[config.mk]
export PLATFORM = sky130hd
export DESIGN_NAME = zigzag_scan
export DESIGN_NICKNAME = d
export VERILOG_FILES = /design/src/rtl/zigzag_scan.sv
export SDC_FILE = /design/constraint.sdc
export NUM_CORES = 1
export LEC_CHECK = 0
export BUFFER_PORTS_ARGS = -buffer_cell sky130_fd_sc_hd__buf_4
export CAP_MARGIN = 0
export CORE_UTILIZATION = 63
export DETAILED_ROUTE_END_ITERATION = 6
export GPL_TIMING_DRIVEN = 0
export PLACE_DENSITY = 0.88
export SLEW_MARGIN = 20
export SYNTH_ARGS = -nofsm -noshare
export SYNTH_HDL_FRONTEND = slang
export SYNTH_SLANG_ARGS = --single-unit
[constraint.sdc]
create_clock -name clk -period 4.1 [get_ports clk]
set_input_delay 0.41 -clock clk [delete_from_list [all_inputs] [get_ports clk]]
set_output_delay 0.41 -clock clk [all_outputs]
set_load 0.1 [all_outputs]
[src/rtl/zigzag_scan.sv]
// 8x8 coefficient reorder buffer: captures one block written at (u,v) addresses,
// then streams it out in JPEG zig-zag order over a valid/ready handshake.
module zigzag_scan #(
  parameter int DATA_W = 12
) (
  input  logic              clk,
  input  logic              rst_n,
  input  logic              flush,
  input  logic              wr_en,
  input  logic [2:0]        wr_u,
  input  logic [2:0]        wr_v,
  input  logic [DATA_W-1:0] wr_data,
  input  logic              wr_last,
  output logic              wr_ready,
  output logic              out_valid,
  input  logic              out_ready,
  output logic [DATA_W-1:0] out_data,
  output logic [5:0]        out_idx,
  output logic              out_last,
  output logic              overrun
);

  // state   | meaning
  // S_FILL  | accepting raster writes into the buffer
  // S_DRAIN | streaming buffer out in zig-zag order
  localparam logic S_FILL  = 1'b0;
  localparam logic S_DRAIN = 1'b1;

  // Raster address (8*u+v) visited at each zig-zag position k.
  localparam logic [5:0] ZZ_ADDR [64] = '{
    6'd0,  6'd1,  6'd8,  6'd16, 6'd9,  6'd2,  6'd3,  6'd10,
    6'd17, 6'd24, 6'd32, 6'd25, 6'd18, 6'd11, 6'd4,  6'd5,
    6'd12, 6'd19, 6'd26, 6'd33, 6'd40, 6'd48, 6'd41, 6'd34,
    6'd27, 6'd20, 6'd13, 6'd6,  6'd7,  6'd14, 6'd21, 6'd28,
    6'd35, 6'd42, 6'd49, 6'd56, 6'd57, 6'd50, 6'd43, 6'd36,
    6'd29, 6'd22, 6'd15, 6'd23, 6'd30, 6'd37, 6'd44, 6'd51,
    6'd58, 6'd59, 6'd52, 6'd45, 6'd38, 6'd31, 6'd39, 6'd46,
    6'd53, 6'd60, 6'd61, 6'd54, 6'd47, 6'd55, 6'd62, 6'd63
  };

  logic              r_state;
  logic [5:0]        r_k;
  logic              r_overrun;
  logic [DATA_W-1:0] r_buf [64];

  logic w_fill;
  logic w_wr_ok;
  logic w_hs;

  assign w_fill  = (r_state == S_FILL);
  assign w_wr_ok = wr_en & w_fill & ~flush;
  assign w_hs    = ~w_fill & out_ready;

  always_ff @(posedge clk or negedge rst_n) begin
    if (!rst_n) begin
      r_state   <= S_FILL;
      r_k       <= 6'd0;
      r_overrun <= 1'b0;
    end else if (flush) begin
      r_state   <= S_FILL;
      r_k       <= 6'd0;
      r_overrun <= 1'b0;
    end else begin
      if (wr_en && !w_fill)
        r_overrun <= 1'b1;
      case (r_state)
        S_FILL: begin
          if (wr_en && wr_last) begin
            r_state <= S_DRAIN;
            r_k     <= 6'd0;
          end
        end
        default: begin
          if (w_hs) begin
            if (r_k == 6'd63) begin
              r_state <= S_FILL;
              r_k     <= 6'd0;
            end else begin
              r_k <= r_k + 6'd1;
            end
          end
        end
      endcase
    end
  end

  // Buffer is only cleared by reset; flush keeps prior contents.
  always_ff @(posedge clk or negedge rst_n) begin
    if (!rst_n) begin
      for (int i = 0; i < 64; i++)
        r_buf[i] <= '0;
    end else if (w_wr_ok) begin
      r_buf[{wr_u, wr_v}] <= wr_data;
    end
  end

  assign wr_ready  = w_fill;
  assign out_valid = ~w_fill;
  assign out_data  = r_buf[ZZ_ADDR[r_k]];
  assign out_idx   = r_k;
  assign out_last  = ~w_fill & (r_k == 6'd63);
  assign overrun   = r_overrun;

endmodule

# Yosys cells after proc, flatten, opt, wreduce, memory -nomap -nowiden
# Memories as Yosys holds them, arrays and structs flattened.
# Index checks and enable logic that the tools add are counted.
[totals]
register_bits = 776
output_inout_bits = 22
inputBits = 24
wordCells = 110
ram_bits = 0
memories = 1
latch_bits = 0
mem_bits_ro = 384
[memory_table]
columns = ["name", "words", "width", "rd", "rd_ports_with_merged_regs", "write_ports", "line", "source"]
rows = [
  ["(no name shown)", 64, 6, 1, 0, 0, "99", "assign out_data = r_buf[ZZ_ADDR[r_k]];"],
]
[classes]
mul = 0
n_shift = 0
muxes = 20
add_sub_neg = 1
n_div = 0
bitwise = 9
reduce_logical = 6
n_eq_ne = 2
n_lt_le_gt_ge = 4
[op_table]
columns = ["op", "count"]
rows = [
  ["bitwise mux 768 bit", 1],
  ["binary-select mux 12 bit (select 6 bit)", 1],
  ["demux 12 bit (select 6 bit)", 1],
  ["2-to-1 mux 6 bit", 7],
  ["2-to-1 mux 12 bit", 3],
  ["greater-or-equal comparator 7 bit, second input constant", 3],
  ["inverter 6 -> 7 bit", 3],
  ["< comparator 7 x 1 -> 1 bit, second input constant", 1],
  ["2-to-1 mux 1 bit", 7],
  ["adder 6 x 1 -> 6 bit, second input constant", 1],
  ["== test 6 bit, second input constant", 1],
  ["bitwise AND 1 bit", 4],
  ["logical AND 1 bit", 3],
  ["inequality test 3 x 2 -> 1 bit, second input constant", 1],
  ["nonzero test 3 bit", 1],
  ["inverter 1 bit", 2],
  ["AND reduction 2 bit", 1],
  ["nonzero test 2 bit", 1],
]

# Depth between registers and ports, before layout
[logic_depth]
word_depth = 8
mapped_depth = 16
depth_no_buf = 12

# Worst setup path before layout
# OpenSTA, ideal clock, no wires.
[synth_timing]
path_kind = "reg2out"
start = "register r_k[0] (netlist: out_idx[0])"
end = "output out_data[0]"
n_path_buf = 4
t_arrival_ps = 4503
path_stages_with_launch = 16
t_required_ps = 3690
setup_slack_ps = -813
path_cell_list = "dfrtp_1 -> buf_2 -> inv_1 -> ha_1 -> or2_1 -> o21ai_0 -> o221a_2 -> mux2i_1 -> buf_6 -> buf_6 -> buf_6 -> mux2i_1 -> mux2i_1 -> a32o_1 -> a221oi_1 -> nand4_1"
[synth_between]
elab_chain_cells = 8
[synth_rtl]
columns = ["item", "line", "source"]
rows = [
  ["from (decl)", "42", "logic [5:0] r_k;"],
  ["from (signal assigned)", "79", "r_k <= r_k + 6'd1;"],
  ["inverter 6 -> 7 bit (implied by the code)", "99", ""],
  ["memory (64 x 6 bit)", "-", ""],
  ["2-to-1 mux 6 bit (implied by the code) (2 in series)", "99", ""],
  ["inverter 6 -> 7 bit (implied by the code)", "99", ""],
  ["binary-select mux 12 bit (select 6 bit)", "99", ""],
  ["2-to-1 mux 12 bit (implied by the code) (2 in series)", "99", ""],
  ["to (decl)", "17", "output logic [DATA_W-1:0] out_data,"],
]
# No other way between the ends. The select of a mux whose other input is x is not followed.

# Final worst setup path
[layout_timing]
start = "register r_k[0] (netlist: out_idx[0])"
end = "output out_data[3]"
# The elaborated chain is that of the path after synthesis.

==> results.sh <==
export IMPL_rsz0062_at_grt="true"
export IMPL_globalplace_congestion=0.984
export IMPL_grt_pass1_vias=28300
export IMPL_clock_fmax_mhz=200
export IMPL_synthFlopType="dfrtp_1"
export IMPL_ctsLongestPathBuffers=3
export IMPL_clk_pin_slew_ns=0.06
export IMPL_port_buffers=33
export IMPL_ir_worst_vdd_mv=0.386
export IMPL_cp_required_ns=3.69
export IMPL_area_growth_pct=17.6
export IMPL_synth_warnings=0
export IMPL_tns_ns=-9.31
export IMPL_violations="setup timing"
export IMPL_route_detailed_drc=0
export IMPL_maxCapViolations=0
export IMPL_ys_seq_elements=776
export IMPL_synthesis_nets=3062
export IMPL_drtPass1Iterations=6
export IMPL_grt_pass1_wl_mm=184
export IMPL_fin_skew_ns=0.0304
export IMPL_p_seq_frac=0.439
export IMPL_crit_arrival_ns=4.59
export IMPL_max_slew_margin=0.178
export IMPL_pin_count=46
export IMPL_ys_seq_area_frac=0.527
export IMPL_swShare=0.279
export IMPL_coreArea_mm2=0.0577
export IMPL_setup_violations=12
export IMPL_powerDensity_mw_per_mm2=451
export IMPL_ant_nets=0
export IMPL_drtIter0Drc=3275
export IMPL_drt_wl_total_mm=127
export IMPL_synth_cell_type_count=56
export IMPL_slew_viol_final=0
export IMPL_hold_path_class="in -> reg"
export IMPL_crit_type="reg -> out"
export IMPL_critPathMaxFanout=9
export IMPL_viasPerCell=6.87
export IMPL_synthesis_area_mm2=0.0368
export IMPL_antenna_found_initial=5
export IMPL_post_route_util=0.751
export IMPL_worst_setup_path_start_kind="flop"
export IMPL_wl_per_cell_um=31.4
export IMPL_dpl_hpwl_mm=84.5
export IMPL_grt_max_degree=106
export IMPL_cts_sinks=776
export IMPL_end_kind="output port"
export IMPL_die_width_um=244
export IMPL_cts_buffers=81
export IMPL_via_count=27800
export IMPL_hold_viol=0
export IMPL_cts_tree="done"
export IMPL_clk_latency_ns=0.65
export IMPL_period_minus_slack_ns=5.00
export IMPL_overflow=0
export IMPL_synthesis_instances=3025
export IMPL_avgSynthCellArea_um2=12.2
export IMPL_die_area_mm2=0.0594
export IMPL_rows=88
export IMPL_p_leak_nw=21.2
export IMPL_internal_power_mw=14.1
export IMPL_start_util=0.638
export IMPL_status="finished with violations"
export IMPL_tightest_slew_ns=1.23
export IMPL_ys_async_sr_fraction=1.00
export IMPL_final_setup_worst_slack_ns=-0.901
export IMPL_clockPowerShare=0.392
export IMPL_cts_htree_levels=3
export IMPL_comb_power_share=0.169
export IMPL_die_y_um=244
export IMPL_grt_total_usage=0.425
export IMPL_num_nets_final=3243
export IMPL_period_share=1.22
export IMPL_synth_edf_count=0
export IMPL_layout_drive_gt1_share=0.396
export IMPL_p_switching_mw=5.45
export IMPL_cts_root_buf="clkbuf_16"
export IMPL_timing_hold_ws_ns=0.0723
[Yosys cell counts, types with 12 or more instances]
cell type / count / share of area
nand3_1: 128 / 0.017
a31oi_1: 47 / 0.0080
buf_6: 20 / 0.0061
nor2_1: 31 / 0.0032
nand2_1: 386 / 0.039
nand4_1: 14 / 0.0024
a21oi_1: 12 / 0.0016
mux2_2: 769 / 0.24
dfrtp_1: 776 / 0.53
buf_2: 42 / 0.0057
ha_1: 13 / 0.0044
buf_4: 13 / 0.0026
and3_1: 50 / 0.0085
and4_1: 12 / 0.0029
mux2i_1: 243 / 0.066
clkbuf_1: 182 / 0.019
o22ai_1: 94 / 0.016
buf_1: 19 / 0.0019
o21ai_0: 44 / 0.0060
[critical path, cell delays in order (launching register included)]
cell	delay (ns)
dfrtp_4	0.43
buf_8	0.11
clkinvlp_4	0.13
ha_4	0.33
or2_4	0.13
o21ai_2	0.05
o221a_2	0.23
mux2i_1	0.16
buf_6	0.20
buf_6	0.13
buf_12	0.17
buf_12	0.17
mux2i_4	0.23
o22ai_1	0.11
o21ai_2	0.31
and4_4	0.33
nand4_1	0.36
buf_12	0.32
[cells in the final DEF (no fill, tap or decap), types with 50 or more instances in the layout]
cell / n
clkbuf_16: 85
mux2i_1: 197
dfrtp_1: 773
nand3_1: 124
buf_4: 72
o22ai_1: 81
clkbuf_1: 165
mux2_2: 769
nand2_1: 383
and3_1: 50
[timing repair]
action	CTS	global route
cloned	8	1
endpoints found under the hold margin	43	0
resized for setup	348	61
setup endpoints to repair	12	12
hold buffers	2	0
pin swaps	43	27
buffers inserted	36	6
[layout make-up]
type / count / area (um^2)
Antenna cell: 6 / 15.0
Buffer: 274 / 1650
Clock buffer: 111 / 2320
Clock inverter: 36 / 420
Fill cell: 3471 / 14400
Inverter: 11 / 48.8
Multi-Input combinational cell: 1962 / 17200
Sequential cell: 776 / 19400
Tap cell: 765 / 957
Timing Repair Buffer: 100 / 1320
[sequential cells by signal, indices dropped and copies added (netlist names)]
signal     cells
out_idx        6
r_buf        768
out_valid      1
overrun        1
[per-layer routing]
| layer | up-vias | wire (um) | part of all wire | track usage |
|---|---|---|---|---|
| met1 | 14300 | 46600 | 0.37 | 0.547 |
| met5 | - | 31 | 0.00024 | 0 |
| met3 | 448 | 13400 | 0.11 | 0.100 |
| li1 | 11100 | - | - | - |
| met4 | 4 | 8610 | 0.068 | 0.275 |
| met2 | 1864 | 58200 | 0.46 | 0.650 |
[cell families after synthesis]
logic type      synth area share
flops                      0.527
fa+ha+maj                0.00442
compound gates            0.0442
xor+xnor                0.000713
buf+inv                   0.0361
simple gates              0.0830
mux                        0.304
[path summary, 6_finish.rpt]
path                                         from                     end  cells past startpoint  slack [ns]
min                                     out_ready     out_valid$_DFF_PN0_                      4        0.07
min in group asynchronous                   rst_n   r_buf[31]$_DFFE_PN0P_                      2        0.25
min reg2reg                r_buf[671]$_DFFE_PN0P_  r_buf[671]$_DFFE_PN0P_                      1        0.50
max in group asynchronous                   rst_n  r_buf[340]$_DFFE_PN0P_                      6        1.75
max reg2reg                   out_valid$_DFF_PN0_  r_buf[674]$_DFFE_PN0P_                      7        0.46
max                        out_idx[0]$_DFFE_PN0P_             out_data[3]                     17       -0.90
[power by group through the flow]
stage	Combinational [mW]	Sequential, mW	Clock (mW)
2_1_floorplan	1.64	8.59	0
3_3_place_gp	2.48	8.61	0
3_5_place_dp	2.60	8.66	0
4_1_cts	3.12	8.54	7.63
5_1_grt	3.40	8.61	7.95
6_report	3.30	8.58	7.67
[per-stage QoR]
step | worst slack (ns) | instances | instance area [um^2] | power [mW]
floorplan | -0.194 | 3025 | 36900 | 10.2
global placement | -6.70 | 3823 | 38100 | 11.1
detailed placement | -1.38 | 3837 | 38400 | 11.3
CTS | -0.706 | 4028 | 43000 | 19.3
global route | -0.971 | 4035 | 43300 | 20.0
finish | -0.901 | 4041 | 43300 | 19.5
Power figures use the tool's default switching activity.
